**config.mk**
```make
export PLATFORM = sky130hd
export DESIGN_NAME = axis_framer_flat
export DESIGN_NICKNAME = d
export VERILOG_FILES = /design/src/rtl/axis_framer_pkg.sv /design/src/rtl/axis_framer_if.sv /design/src/rtl/axis_skid_buf.sv /design/src/rtl/axis_framer.sv /design/src/flat_wrapper.sv
export SDC_FILE = /design/constraint.sdc
export NUM_CORES = 2
export LEC_CHECK = 0
export CAP_MARGIN = 15
export CORE_AREA = 2 2 415 417
export DETAILED_ROUTE_END_ITERATION = 16
export DIE_AREA = 0 0 417 419
export PLACE_DENSITY = 0.53
export SETUP_SLACK_MARGIN = 0.05
export SYNTH_ARGS = -nofsm -noshare
export SYNTH_HDL_FRONTEND = slang
export SYNTH_SLANG_ARGS = --single-unit
```
**constraint.sdc**
```tcl
create_clock -name clk -period 4.9 [get_ports clk]
set_input_delay 0.98 -clock clk [delete_from_list [all_inputs] [get_ports clk]]
set_output_delay 0.98 -clock clk [all_outputs]
set_load 0.1 [all_outputs]
```
**src/rtl/axis_framer_pkg.sv**
```systemverilog
// Shared widths and skid-buffer occupancy encoding for the framer slice.
package axis_framer_pkg;

  localparam int unsigned DEF_DW    = 512;
  localparam int unsigned DEF_LEN_W = 16;
  localparam int unsigned DEF_CW    = 32;

  typedef enum logic [1:0] {
    OCC_EMPTY = 2'd0,
    OCC_ONE   = 2'd1,
    OCC_FULL  = 2'd2
  } occ_e;

endpackage

```
**src/rtl/axis_framer_if.sv**
```systemverilog
// AXI-stream bundle; slave_nolast is the upstream view that carries no tlast.
interface axis_framer_if
  import axis_framer_pkg::*;
#(
  parameter int unsigned DW = DEF_DW
) ();

  logic [DW-1:0] tdata;
  logic          tvalid;
  logic          tready;
  logic          tlast;

  modport master (output tdata, output tvalid, output tlast, input tready);
  modport slave  (input tdata, input tvalid, input tlast, output tready);
  modport slave_nolast (input tdata, input tvalid, output tready);

endinterface

```
**src/rtl/axis_skid_buf.sv**
```systemverilog
// Two-entry skid buffer; upstream ready is a flop derived only from occupancy.
module axis_skid_buf
  import axis_framer_pkg::*;
#(
  parameter int unsigned W = DEF_DW + 1
) (
  input  logic         clk,
  input  logic         reset,
  input  logic [W-1:0] in_data,
  input  logic         in_valid,
  output logic         in_ready,
  output logic [W-1:0] out_data,
  output logic         out_valid,
  input  logic         out_ready
);

  occ_e         occ_q, occ_d;
  logic [W-1:0] main_q, main_d;
  logic [W-1:0] skid_q, skid_d;
  logic         rdy_q, rdy_d;
  logic         vld_q, vld_d;
  logic         acc, con;

  always_comb begin
    acc    = in_valid & rdy_q;
    con    = vld_q & out_ready;
    occ_d  = occ_q;
    main_d = main_q;
    skid_d = skid_q;
    case (occ_q)
      OCC_EMPTY: begin
        if (acc) begin
          main_d = in_data;
          occ_d  = OCC_ONE;
        end
      end
      OCC_ONE: begin
        if (acc && con) begin
          main_d = in_data;
        end else if (acc) begin
          skid_d = in_data;
          occ_d  = OCC_FULL;
        end else if (con) begin
          occ_d  = OCC_EMPTY;
        end
      end
      OCC_FULL: begin
        // rdy_q is low here, so only a consume can happen
        if (con) begin
          main_d = skid_q;
          occ_d  = OCC_ONE;
        end
      end
      default: occ_d = OCC_EMPTY;
    endcase
    rdy_d = (occ_d != OCC_FULL);
    vld_d = (occ_d != OCC_EMPTY);
  end

  always_ff @(posedge clk) begin
    if (reset) begin
      occ_q  <= OCC_EMPTY;
      main_q <= '0;
      skid_q <= '0;
      rdy_q  <= 1'b0;
      vld_q  <= 1'b0;
    end else begin
      occ_q  <= occ_d;
      main_q <= main_d;
      skid_q <= skid_d;
      rdy_q  <= rdy_d;
      vld_q  <= vld_d;
    end
  end

  assign in_ready  = rdy_q;
  assign out_data  = main_q;
  assign out_valid = vld_q;

endmodule

```
**src/rtl/axis_framer.sv**
```systemverilog
// Cuts an untermed beat stream into frames of cfg_beats beats and counts frames.
module axis_framer
  import axis_framer_pkg::*;
#(
  parameter int unsigned DW    = DEF_DW,
  parameter int unsigned LEN_W = DEF_LEN_W,
  parameter int unsigned CW    = DEF_CW
) (
  input  logic                     clk,
  input  logic                     reset,
  input  logic [LEN_W-1:0]         cfg_beats,
  axis_framer_if.slave_nolast      axis_in,
  axis_framer_if.master            axis_out,
  output logic [CW-1:0]            frame_count,
  output logic                     in_frame
);

  logic [LEN_W-1:0] beat_cnt_q, beat_cnt_d;
  logic [LEN_W-1:0] len_q, len_d;
  logic [LEN_W-1:0] cur_len;
  logic [CW-1:0]    frame_count_q, frame_count_d;
  logic             in_frame_q, in_frame_d;
  logic             in_ready;
  logic             in_last;
  logic             acc, con;
  logic [DW:0]      skid_out;

  // The buffer is a lossless FIFO, so the accept-order index equals the
  // consume-order index; tlast is fixed before the beat enters the buffer.
  always_comb begin
    acc        = axis_in.tvalid & in_ready;
    cur_len    = (beat_cnt_q == '0)
                 ? ((cfg_beats == '0) ? LEN_W'(1) : cfg_beats)
                 : len_q;
    in_last    = (beat_cnt_q == cur_len - LEN_W'(1));
    beat_cnt_d = beat_cnt_q;
    len_d      = len_q;
    if (acc) begin
      len_d      = cur_len;
      beat_cnt_d = in_last ? '0 : beat_cnt_q + LEN_W'(1);
    end
  end

  always_comb begin
    con           = axis_out.tvalid & axis_out.tready;
    frame_count_d = frame_count_q;
    in_frame_d    = in_frame_q;
    if (con) begin
      in_frame_d = ~axis_out.tlast;
      if (axis_out.tlast) frame_count_d = frame_count_q + CW'(1);
    end
  end

  always_ff @(posedge clk) begin
    if (reset) begin
      beat_cnt_q    <= '0;
      len_q         <= LEN_W'(1);
      frame_count_q <= '0;
      in_frame_q    <= 1'b0;
    end else begin
      beat_cnt_q    <= beat_cnt_d;
      len_q         <= len_d;
      frame_count_q <= frame_count_d;
      in_frame_q    <= in_frame_d;
    end
  end

  axis_skid_buf #(.W(DW + 1)) u_skid (
    .clk       (clk),
    .reset     (reset),
    .in_data   ({in_last, axis_in.tdata}),
    .in_valid  (axis_in.tvalid),
    .in_ready  (in_ready),
    .out_data  (skid_out),
    .out_valid (axis_out.tvalid),
    .out_ready (axis_out.tready)
  );

  assign axis_in.tready = in_ready;
  assign axis_out.tdata = skid_out[DW-1:0];
  assign axis_out.tlast = skid_out[DW];
  assign frame_count    = frame_count_q;
  assign in_frame       = in_frame_q;

endmodule

```
**src/flat_wrapper.sv**
```systemverilog
// flat-port wrapper written by rule: the top's interface ports become plain ports
module axis_framer_flat import axis_framer_pkg::*;
#(
  parameter int unsigned DW    = DEF_DW,
  parameter int unsigned LEN_W = DEF_LEN_W,
  parameter int unsigned CW    = DEF_CW
)
  (clk, reset, cfg_beats, frame_count, in_frame, axis_in_tdata, axis_in_tvalid, axis_in_tready, axis_out_tdata, axis_out_tvalid, axis_out_tlast, axis_out_tready);
  axis_framer_if #(.DW(DW)) axis_in_i ();
  axis_framer_if #(.DW(DW)) axis_out_i ();
  input  logic clk;
  input  logic reset;
  input  logic [LEN_W-1:0] cfg_beats;
  output logic [CW-1:0] frame_count;
  output logic in_frame;
  input wire logic [$bits(axis_in_i.tdata)-1:0] axis_in_tdata;
  input wire logic [$bits(axis_in_i.tvalid)-1:0] axis_in_tvalid;
  output wire logic [$bits(axis_in_i.tready)-1:0] axis_in_tready;
  output wire logic [$bits(axis_out_i.tdata)-1:0] axis_out_tdata;
  output wire logic [$bits(axis_out_i.tvalid)-1:0] axis_out_tvalid;
  output wire logic [$bits(axis_out_i.tlast)-1:0] axis_out_tlast;
  input wire logic [$bits(axis_out_i.tready)-1:0] axis_out_tready;
  assign axis_in_i.tdata = axis_in_tdata;
  assign axis_in_i.tvalid = axis_in_tvalid;
  assign axis_in_tready = axis_in_i.tready;
  assign axis_out_tdata = axis_out_i.tdata;
  assign axis_out_tvalid = axis_out_i.tvalid;
  assign axis_out_tlast = axis_out_i.tlast;
  assign axis_out_i.tready = axis_out_tready;
  axis_framer #(.DW(DW), .LEN_W(LEN_W), .CW(CW)) u_core (.clk(clk), .reset(reset), .cfg_beats(cfg_beats), .axis_in(axis_in_i), .axis_out(axis_out_i), .frame_count(frame_count), .in_frame(in_frame));
endmodule
```
==> summary.md <==
| Metric | Value |
|---|---|
| Number of routed nets with antenna violations | 0 |
| Die area | 174,700 um^2 |
| Fin Hold WS | between 400 and 500 ps |
| Cells along the critical path | inv_1, ha_1, nor4b_2, and4_1, mux2i_1, ha_1, nand3b_1, mux2i_1, o21ai_0, xnor2_1, nor4_1, and4b_4, a41o_4, nor2_1 |
| CP delay by family, top | simple AND/OR/NAND/NOR gates |
| Final Non-Filler Cells | 8,798 |
| Type of origin of the critical path | flop |
| Setup crit end kind | flop |
| Cell row count | 152 |
| Reg clk slew, reported paths | 60 ps |
| Wire per inst | approximately 20 um |
| Layout cells sized above 1 | 0.05702 |
| Postcts setup bufs | 0 |
| Worst Tran Pin Value | between 1000 and 1500 ps |
| RSZ-0062 raised after global routing | no |
| Post-CTS Hold Buffers | 0 |
| WP data arrival | 4730 ps |
| Top post-synthesis cells by area | dfxtp_1 51%, nand2_1 18%, a311oi_1 10% |
| Routed wire length | around 170,000 um |
| Status | finished, final reports clean |
| Cell Pwr Density | between 400 and 500 nW/um^2 |
| CP bufs+invs | 1 |
| Post-Syn Instances | about 5,600 |
| R2R Setup Slk | 840 ps |
| Die X | 417 um |
| Syn avg cell area | 7.736 um^2 |
| DRC | 0 |
| Synthesis-stage register bit count | 1,095 |
| TritonCTS clock tree | built |
| GRT Residual Overflow | 0 |
| Post-synth top area share | 0.5071 |
| Starting Density | 0.2534 |
| Max_cap viols | 0 |
| Worst stage delay on the critical path | ~540 ps |
| Synthesized area | 43,230 um^2 |
| Reg-to-Reg Start | u_core.beat_cnt_q[0] |
| WP data required | 5560 ps |
| CP Depth | 14 |
| Port bufs | approximately 1,100 |
| Ys Warns | 0 |
| Vias in the first global route | ~38,000 |
| Io pins | between 1,000 and 1,500 |
| Max Transition Viols Final | 0 |
| FMAX | 246.0 MHz |
| Clock latency on the worst-skew pair | between 700 and 800 ps |
| Via-to-Cell Ratio | 4.782 |
| Top FF cell, synth | dfxtp_1 |
| Critical path origin | u_core.beat_cnt_q[0] |
| Post-synth cell types | between 70 and 80 |
| Final HPWL DP | about 120,000 um |
| R2r endpoint | u_core.beat_cnt_q[15] |
| Async set-reset flop share out of synthesis | 0 |
| H-tree depth | 4 |
| Slew margin rel. | 0.2004 |
| Clk root buf | clkbuf_16 |
| Worst path slowest cell | and4_1 |
| Static Leakage | 21.08 nW |
| Syn Nets | approximately 6,100 |
| Area growth from synthesis to layout | 40.55% |
| Core area | between 150,000 and 200,000 um^2 |
| Setup_tns | 0 ps |
| NumNets Final | around 7,000 |
| Post-layout min period | 4064 ps |
| TritonRoute pass-1 iters | 8 |
| Sequential fraction of the synthesis area | 0.5071 |
| CP Max Fanout | 14 |
| Reg2Reg Depth | 14 |
| Peak supply drop | 0.3445 mV |
| Vias | 42,070 |
| Crit path capture | u_core.beat_cnt_q[15] |
| Final setup viols | 0 |
| DRT iter0 DRCs | 3,115 |
| Area leader, netlist | dfxtp_1 |
| Inst Count DP | 8,548 |
| Most frequent cells in the layout | 2,109 x nand2_1, 1,095 x dfxtp_1, 1,072 x clkdlybuf4s50_1 |
| CTS Buffer Depth | 3 |
| Hold crit path type | flop to flop |
| Critical path class | flop to flop |
| Final period util | 0.8295 |
| Most common cell after layout, fill and taps aside | nand2_1 |
| Cts repair resizes | 0 |
| Post-synth EDFFs | 0 |
| Largest net degree at the start of global routing | 161 |
| First-pass GRT wire length | around 250,000 um |
| Clock skew | around 41 ps |
| Gp weighted congestion | about 0.9 |
| Clk sinks | approximately 1,100 |
| Gr usage total | 0.1900 |
| Die height | ~420 um |
| Antenna violations before repair | 49 |
| Final Hold Fails | 0 |
| Inserted Clock Buffers | 133 |
-- logic make-up (layout without fill, tap and decap cells) --
logic type | Yosys count | in the layout | synth area share
DFF | 1095 | 1095 | 0.5071
other | 0 | 24 | 0
and+or+nand+nor | 2812 | 2812 | 0.2548
AOI/OAI and AO/OA | 1112 | 1112 | 0.1775
muxes | 18 | 18 | 0.004226
buffers and inverters | 492 | 1445 | 0.04391
adders and majority gates | 4 | 4 | 0.001158
xor gates and xnor gates | 55 | 55 | 0.01132
-- area by class of cell --
cell class	count	area [um^2]
clock inverters	33	424.2
multi-input cells	4001	19450
repair buffers	1209	12230
well taps	2233	2794
clock buffers	193	3834
diodes	24	60.06
fillers	17680	109800
inverters	10	37.54
flip-flops and latches	1095	21920
-- cells in the mapped netlist, types with 13 or more instances --
cell	instances
a311oi_1	513
buf_1	13
nand3_1	16
dfxtp_1	1095
clkbuf_1	459
or3_1	13
a21oi_1	544
and3_1	15
nand2_1	2109
nor3_1	20
o21ai_0	15
xor2_1	33
nor2_1	568
mux2i_1	16
nand4_1	14
xnor2_1	21
-- registers in the layout, summed over array words and instances (netlist names) --
name / cells
u_core.beat_cnt_q: 16
u_core.frame_count: 32
u_core.in_frame: 1
u_core.len_q: 16
u_core.u_skid.in_ready: 1
u_core.u_skid.occ_q: 2
u_core.u_skid.out_data: 513
u_core.u_skid.out_valid: 1
u_core.u_skid.skid_q: 513
-- through the flow --
stage / power (mW) / area, um^2 / setup WS (ps) / util
after floorplan: 14.07 / 43230 / 715.2 / -
after global placement: 16.07 / 56440 / 172.9 / 0.3308
after detailed placement: 16.09 / 56440 / 175.3 / 0.3308
after CTS: 25.93 / 60690 / 859.1 / 0.3558
after global routing: 26.56 / 60740 / 573.8 / 0.3561
final: 25.60 / 60750 / 835.5 / 0.3561
-- power breakdown --
| group | switching [mW] | internal [mW] |
|---|---|---|
| combinational | 4.53 | 1.60 |
| sequential | 0.335 | 9.42 |
| clock | 4.05 | 5.66 |
| total | 8.92 | 16.7 |
-- worst min path at each step --
stage | startpoint | end | slack [ps] | cells past startpoint
2_1_floorplan | u_core.len_q[15] | u_core.len_q[15] | 430 | 2
3_3_place_gp | u_core.u_skid.skid_q[327] | u_core.u_skid.skid_q[327] | 440 | 2
3_5_place_dp | u_core.u_skid.skid_q[88] | u_core.u_skid.skid_q[88] | 450 | 2
4_1_cts | u_core.u_skid.skid_q[104] | u_core.u_skid.out_data[104] | 440 | 2
5_1_grt | u_core.u_skid.skid_q[505] | u_core.u_skid.skid_q[505] | 470 | 2
6_report | u_core.u_skid.skid_q[412] | u_core.u_skid.skid_q[412] | 450 | 2
-- per-layer routing --
metal / track usage / part of all wire / up-vias
li1: - / - / 20620
met1: 0.2366 / 0.42 / 19850
met2: 0.3055 / 0.47 / 1259
met3: 0.05476 / 0.070 / 328
met4: 0.08075 / 0.042 / 24
met5: 0 / 0.00090 / -
-- worst reg2reg max path: cells and delay by family, from the launching register on --
| family | cells | cell delay, ps |
|---|---|---|
| and+or+nand+nor | 6 | 1510 |
| muxes | 2 | 670 |
| AOI/OAI and AO/OA | 2 | 620 |
| adders and majority gates | 2 | 430 |
| DFF | 1 | 370 |
| xor gates and xnor gates | 1 | 200 |
| buffers and inverters | 1 | 160 |
Note: power is estimated with default switching activity, not from simulation.
